===== src/rtl/micro_sequencer.sv =====
// Microprogram sequencer: selects the next control-store address by branch type,
// with memory-wait stalls, debug halt/single-step and an advance counter.
module micro_sequencer #(
    parameter int unsigned MICRO_SEQUENCER_ADDR  = 11,
    parameter int unsigned MICRO_SEQUENCER_TIPO  = 2,
    parameter int unsigned MICRO_SEQUENCER_IR    = 32,
    parameter int unsigned MICRO_SEQUENCER_COUNT = 16
) (
    input  logic                             MICRO_SEQUENCER_CLOCK_50,
    input  logic                             MICRO_SEQUENCER_ResetInHigh_In,
    input  logic [MICRO_SEQUENCER_TIPO-1:0]  MICRO_SEQUENCER_Tipo_InBus,
    input  logic [MICRO_SEQUENCER_ADDR-1:0]  MICRO_SEQUENCER_JumpAddr_InBus,
    input  logic [MICRO_SEQUENCER_IR-1:0]    MICRO_SEQUENCER_IR_InBus,
    input  logic                             MICRO_SEQUENCER_MemReq_In,
    input  logic                             MICRO_SEQUENCER_MemReady_In,
    input  logic                             MICRO_SEQUENCER_Halt_In,
    input  logic                             MICRO_SEQUENCER_Step_In,
    output logic [MICRO_SEQUENCER_ADDR-1:0]  MICRO_SEQUENCER_CSAddr_OutBus,
    output logic                             MICRO_SEQUENCER_Stall_Out,
    output logic                             MICRO_SEQUENCER_IllegalTipo_Out,
    output logic [MICRO_SEQUENCER_COUNT-1:0] MICRO_SEQUENCER_MicroCount_OutBus
);

    localparam int unsigned AW = MICRO_SEQUENCER_ADDR;
    localparam int unsigned CW = MICRO_SEQUENCER_COUNT;

    typedef enum logic [1:0] {StRun, StWait, StHalt} state_e;

    state_e          state_q, state_d;
    logic [AW-1:0]   addr_q, addr_d, next_addr;
    logic [CW-1:0]   cnt_q, cnt_d;
    logic            illegal_q, illegal_d;
    logic            advance;
    logic            mem_blocked;
    logic [10:0]     decode_addr;

    assign mem_blocked = MICRO_SEQUENCER_MemReq_In & ~MICRO_SEQUENCER_MemReady_In;
    assign decode_addr = {1'b1, MICRO_SEQUENCER_IR_InBus[31:30],
                          MICRO_SEQUENCER_IR_InBus[24:19], 2'b00};

    always_comb begin
        next_addr = addr_q + AW'(1);
        unique case (MICRO_SEQUENCER_Tipo_InBus)
            2'b01:   next_addr = MICRO_SEQUENCER_JumpAddr_InBus;
            2'b10:   next_addr = AW'(decode_addr);
            default: next_addr = addr_q + AW'(1);
        endcase
    end

    always_comb begin
        state_d = state_q;
        advance = 1'b0;
        unique case (state_q)
            StRun: begin
                if (mem_blocked) begin
                    state_d = StWait;
                end else if (MICRO_SEQUENCER_Halt_In) begin
                    state_d = StHalt;
                end else begin
                    advance = 1'b1;
                end
            end
            StWait: begin
                if (MICRO_SEQUENCER_MemReady_In) begin
                    advance = 1'b1;
                    state_d = MICRO_SEQUENCER_Halt_In ? StHalt : StRun;
                end
            end
            StHalt: begin
                // Releasing halt takes priority over a concurrent step.
                if (!MICRO_SEQUENCER_Halt_In) begin
                    state_d = StRun;
                end else if (MICRO_SEQUENCER_Step_In) begin
                    if (mem_blocked) begin
                        state_d = StWait;
                    end else begin
                        advance = 1'b1;
                    end
                end
            end
            default: state_d = StRun;
        endcase
    end

    always_comb begin
        addr_d    = addr_q;
        cnt_d     = cnt_q;
        illegal_d = illegal_q;
        if (advance) begin
            addr_d = next_addr;
            cnt_d  = cnt_q + CW'(1);
            if (MICRO_SEQUENCER_Tipo_InBus == 2'b11) begin
                illegal_d = 1'b1;
            end
        end
    end

    always_ff @(posedge MICRO_SEQUENCER_CLOCK_50) begin
        if (MICRO_SEQUENCER_ResetInHigh_In) begin
            state_q   <= StRun;
            addr_q    <= '0;
            cnt_q     <= '0;
            illegal_q <= 1'b0;
        end else begin
            state_q   <= state_d;
            addr_q    <= addr_d;
            cnt_q     <= cnt_d;
            illegal_q <= illegal_d;
        end
    end

    assign MICRO_SEQUENCER_CSAddr_OutBus     = addr_q;
    assign MICRO_SEQUENCER_Stall_Out         = (state_q != StRun);
    assign MICRO_SEQUENCER_IllegalTipo_Out   = illegal_q;
    assign MICRO_SEQUENCER_MicroCount_OutBus = cnt_q;

endmodule


===== config.mk =====
export PLATFORM = sky130hd
export DESIGN_NAME = micro_sequencer
export DESIGN_NICKNAME = d
export VERILOG_FILES = /design/src/rtl/micro_sequencer.sv
export SDC_FILE = /design/constraint.sdc
export NUM_CORES = 1
export LEC_CHECK = 0
export BUFFER_PORTS_ARGS = -buffer_cell sky130_fd_sc_hd__buf_2
export CORE_MARGIN = 2
export CORE_UTILIZATION = 25
export DETAILED_ROUTE_END_ITERATION = 12
export HOLD_SLACK_MARGIN = 0.06
export SETUP_SLACK_MARGIN = 0.5
export SLEW_MARGIN = 20
export SYNTH_ARGS = -nofsm -noshare
export SYNTH_HDL_FRONTEND = slang
export SYNTH_SLANG_ARGS = --single-unit

===== constraint.sdc =====
create_clock -name MICRO_SEQUENCER_CLOCK_50 -period 2.4 [get_ports MICRO_SEQUENCER_CLOCK_50]
set_clock_uncertainty 0.15 [all_clocks]
set_input_delay 0.72 -clock MICRO_SEQUENCER_CLOCK_50 [delete_from_list [all_inputs] [get_ports MICRO_SEQUENCER_CLOCK_50]]
set_output_delay 0.72 -clock MICRO_SEQUENCER_CLOCK_50 [all_outputs]
set_load 0.02 [all_outputs]

# After elaboration in Yosys (flattened, before gate mapping)
# Cells that the tools add are included.
# W data, S select, Z words.
[totals]
wordCells = 37
regBits = 30
out_inout_bits = 29
[op_classes]
n_reduce_logical = 4
addsub = 2
n_mux = 16
eq_ne = 9
bitwise = 2
[ops]
columns = ["operator", "n"]
rows = [
  ["$pmux W11 S2", 1],
  ["$add A16 B1 Y16 const B", 1],
  ["$mux W2", 7],
  ["$add A11 B1 Y11 const B", 1],
  ["$ne A3 B3 Y1 const B", 3],
  ["$eq A2 B2 Y1 const B", 3],
  ["$mux W1", 6],
  ["$pmux W2 S3", 1],
  ["$eq A2 B1 Y1 const B", 2],
  ["$reduce_and A4 Y1", 1],
  ["$pmux W1 S3", 1],
  ["$logic_not A2 Y1", 1],
  ["$ne A2 B2 Y1 const B", 1],
  ["$reduce_and A2 Y1", 1],
  ["$reduce_bool A2 Y1", 1],
  ["$and A1 B1 Y1", 1],
  ["$not A1 Y1", 1],
]

# Longest topological paths before layout
[logic_depth]
word_depth = 7
mapped_depth = 7
mapped_depth_nobuf = 6

# Worst setup path after synthesis
# Ideal clock, no wire load.
[synth_timing]
path_kind = "input port to flip-flop"
startpoint = "input MICRO_SEQUENCER_MemReq_In"
endpoint = "register cnt_q[7] (netlist: MICRO_SEQUENCER_MicroCount_OutBus[7])"
setup_ps = 121
path_buffers = 2
arrival_ps = 1992
cell_stages = 6
setup_slack_ps = 138
path_cell_list = "nor2b_2 > o32a_1 > buf_2 > buf_4 > a21oi_2 > mux2_2"
[synth_via]
elab_chain_cells = 5
elab_cells_between_ends = 6
[synth_lines]
columns = ["element", "line_no", "text"]
rows = [
  ["start: declaration", "14", "input logic MICRO_SEQUENCER_MemReq_In,"],
  ["$and A1 B1 Y1 *", "37", "assign mem_blocked = MICRO_SEQUENCER_MemReq_In & ~MICRO_SEQUENCER_MemReady_In;"],
  ["$mux W1", "74", "if (mem_blocked) begin"],
  ["$mux W1", "73", "end else if (MICRO_SEQUENCER_Step_In) begin"],
  ["$mux W1", "71", "if (!MICRO_SEQUENCER_Halt_In) begin"],
  ["$pmux W1 S3 *", "53", "unique case (state_q)"],
  ["end signal: assignment", "107", "cnt_q <= cnt_d;"],
  ["end: declaration", "31", "logic [CW-1:0] cnt_q, cnt_d;"],
]
# Every way passes the cells marked *; elsewhere a longest branch is shown, timed or not.
# A chain may end at the register's enable or synchronous reset.

# Worst setup path after layout
[layout_timing]
startpoint = "input MICRO_SEQUENCER_MemReq_In"
endpoint = "register cnt_q[15] (netlist: MICRO_SEQUENCER_MicroCount_OutBus[15])"
# Same word-level chain as after synthesis.

==> impl_metrics.json <==
{
  "rsz0062_at_grt": "yes",
  "track_usage_pct": 13.9,
  "required_ps": 2420,
  "cts_root_buf": "clkbuf_8",
  "portBuffers": 55,
  "cp-start-kind": "input pin",
  "slowest_delay_ps": 400,
  "timing.final.crit_share_pct": 84.3,
  "diodes": 0,
  "wl_per_cell_um": 14.3,
  "ctsLongestPathBuffers": 2,
  "ios": 80,
  "synthCells": 246,
  "ir_drop_mv": 0.263,
  "clock.fmax_mhz": 494,
  "layout_common_cells": "buf_2, dfxtp_1, nor2_1, buf_4, nand2_1",
  "yosys_warnings": 0,
  "via_count": 2074,
  "crit_slowest_cell": "o32a_4",
  "drive_gt1_share_pct": 42.8,
  "power_density_nw_per_um2": 467,
  "seq_area_um2": 608,
  "drv_cap": 0,
  "multiInputGateArea_um2": 1480,
  "drt_iter0_drc": 107,
  "cts_sinks": 30,
  "reg2reg_depth": 5,
  "setup_violations": 0,
  "via_per_inst": 5.00,
  "synth_cell_type_count": 52,
  "critPathArrivalTime_ps": 2040,
  "initial_utilization_pct": 25.8,
  "clock_latency_ps": 280,
  "dpl.hpwl_mm": 4.02,
  "layout_commonest_cell": "buf_2",
  "fp.dieArea_um2": 8750,
  "antenna_found_initial": 0,
  "slew_headroom_pct": 70.4,
  "ys.flop_type": "dfxtp_1",
  "nets": 368,
  "path_cells": "buf_8, nor2b_4, o32a_4, buf_12, a211oi_4, mux2_4",
  "synth_top_family_by_area": "simple AND/OR/NAND/NOR gates",
  "critPathMaxFanout": 7,
  "area_growth_pct": 43.2,
  "synthMuxAreaShare_pct": 8.43,
  "hold_depth": 2,
  "row_count": 32,
  "total_power_uw": 1340,
  "status": "finished clean",
  "setup-tns-final_ps": 0,
  "drv_slew": 0,
  "hold_buffers": 0,
  "synth_compound_area_share_pct": 25.7,
  "cts_buffers": 5,
  "drc": 0,
  "firstDrtPassIters": 4,
  "synthArstFlopShare_pct": 0,
  "path_buf_inv": 2,
  "yosys.area_share.adder_pct": 3.12,
  "die_w_um": 93.5,
  "cp-end-kind": "flop",
  "overflow": 0,
  "synth-edff-count": 0,
  "crit_family": "compound AO/OA/AOI/OAI gates",
  "grt_pass1_vias": 2019,
  "clk_pin_slew_ps": 70,
  "grt_first_pass_wirelength_mm": 9.82,
  "p_leak_uw": 0.00115,
  "hold_viol": 0,
  "htreeDepth": 2,
  "synthesis.area_um2": 2000,
  "worstMarginPinSlew_ps": 444,
  "synth_seq_area_share_pct": 30.0,
  "drt_wl_total_mm": 5.92,
  "syn_avg_cell_area_um2": 8.15,
  "period_needed_ps": 2020,
  "path_class": "input pin to flop",
  "synthSimpleGateAreaFrac_pct": 26.0,
  "hold_class": "flop to flop",
  "grt_max_degree": 23,
  "syn_nets": 302,
  "cts_tree": "yes",
  "gp_congestion": 0.782,
  "core_area_um2": 7770,
  "synth-xor-area-share_pct": 0.437,
  "ant_nets": 0,
  "crit_cells": 6,
  "nFillCells": 832,
  "die_h_um": 93.5,
  "yosys_register_bits": 30
}
-- cells in the mapped netlist (3+ instances only) --
library cell | instances | area (µm²)
inv_1 | 10 | 37.5
nand2b_1 | 3 | 18.8
and2_1 | 3 | 18.8
nor4_1 | 3 | 18.8
nand4_1 | 8 | 50.1
clkbuf_1 | 9 | 33.8
buf_2 | 3 | 15.0
nand2_1 | 16 | 60.1
ha_1 | 5 | 62.6
a21oi_2 | 7 | 61.3
o32ai_1 | 3 | 26.3
dfxtp_1 | 30 | 601
o21ai_0 | 11 | 55.1
nor3_1 | 7 | 35.0
nand3_1 | 8 | 40.0
and4_1 | 3 | 26.3
a22oi_1 | 9 | 67.6
mux2_2 | 14 | 158
a21oi_1 | 14 | 70.1
nor2b_1 | 14 | 87.6
a211oi_1 | 3 | 22.5
nor2_1 | 24 | 90.1
-- worst paths after layout --
| path | start | end | slack (ps) |
|---|---|---|---|
| max reg2reg | state_q[1] | MICRO_SEQUENCER_MicroCount_OutBus[15] | 410 |
| max | MICRO_SEQUENCER_MemReq_In | MICRO_SEQUENCER_MicroCount_OutBus[15] | 380 |
| min | MICRO_SEQUENCER_IllegalTipo_Out | MICRO_SEQUENCER_IllegalTipo_Out | 300 |
| min reg2reg | MICRO_SEQUENCER_IllegalTipo_Out | MICRO_SEQUENCER_IllegalTipo_Out | 300 |
-- logic make-up (layout without fill, tap and decap cells) --
group / after synthesis / in the layout
AND/OR/NAND/NOR: 99 / 99
AO/OA/AOI/OAI: 69 / 69
flip-flops: 30 / 30
buffers and inverters: 27 / 94
multiplexers: 15 / 15
adder cells (fa/ha/maj): 5 / 5
XOR/XNOR: 1 / 1
-- state kept, by name (all words and copies together), names as in the netlist --
| signal | cells |
|---|---|
| MICRO_SEQUENCER_MicroCount_OutBus | 16 |
| MICRO_SEQUENCER_IllegalTipo_Out | 1 |
| MICRO_SEQUENCER_CSAddr_OutBus | 11 |
| state_q | 2 |
-- per-stage QoR --
step                setup WS [ps]  util, %  std cells  cell area (µm²)  hold slack, ps
floorplan                     317        -        246             2070             344
global placement             58.9     31.7        395             2460             285
detailed placement           32.6     31.7        395             2460             290
CTS                           400     35.6        408             2770             301
global route                  358     37.0        415             2870             330
finish                        377     37.0        415             2870             296
-- metal layers --
layer | vias to the layer above | global-route usage, % | wire length (µm)
met5 | - | 0 | 0
met4 | 0 | 3.38 | 35
met3 | 5 | 2.74 | 227
met2 | 56 | 23.0 | 2810
met1 | 979 | 18.7 | 2840
li1 | 1034 | - | -
-- final cells by class --
class	instances	share of cell area, %
Sequential cell	30	21.2
Timing Repair Buffer	76	18.3
Tap cell	102	4.45
Clock inverter	1	0.174
Inverter	10	1.39
Clock buffer	7	3.01
Multi-Input combinational cell	189	51.5
-- where the power goes --
part	internal (µW)	switching, µW
clock network	231	195
registers	518	24.6
logic	171	199
total	921	418
-- worst register-to-register path: stages (launching register included) --
cell and delay (ps):
dfxtp_4 350, or2_4 260, or3_4 360, buf_12 180
a211oi_4 260, mux2_4 320
-- repair_timing --
action / 4_1_cts / 5_1_grt
hold endpoints to repair: 0 / 0
setup buffers: 3 / 7
setup endpoints to repair: 24 / 28
pin swaps: 3 / 4
gates resized for setup: 29 / 11
gates cloned: 2 / 0
Power figures use the tool's default switching activity.
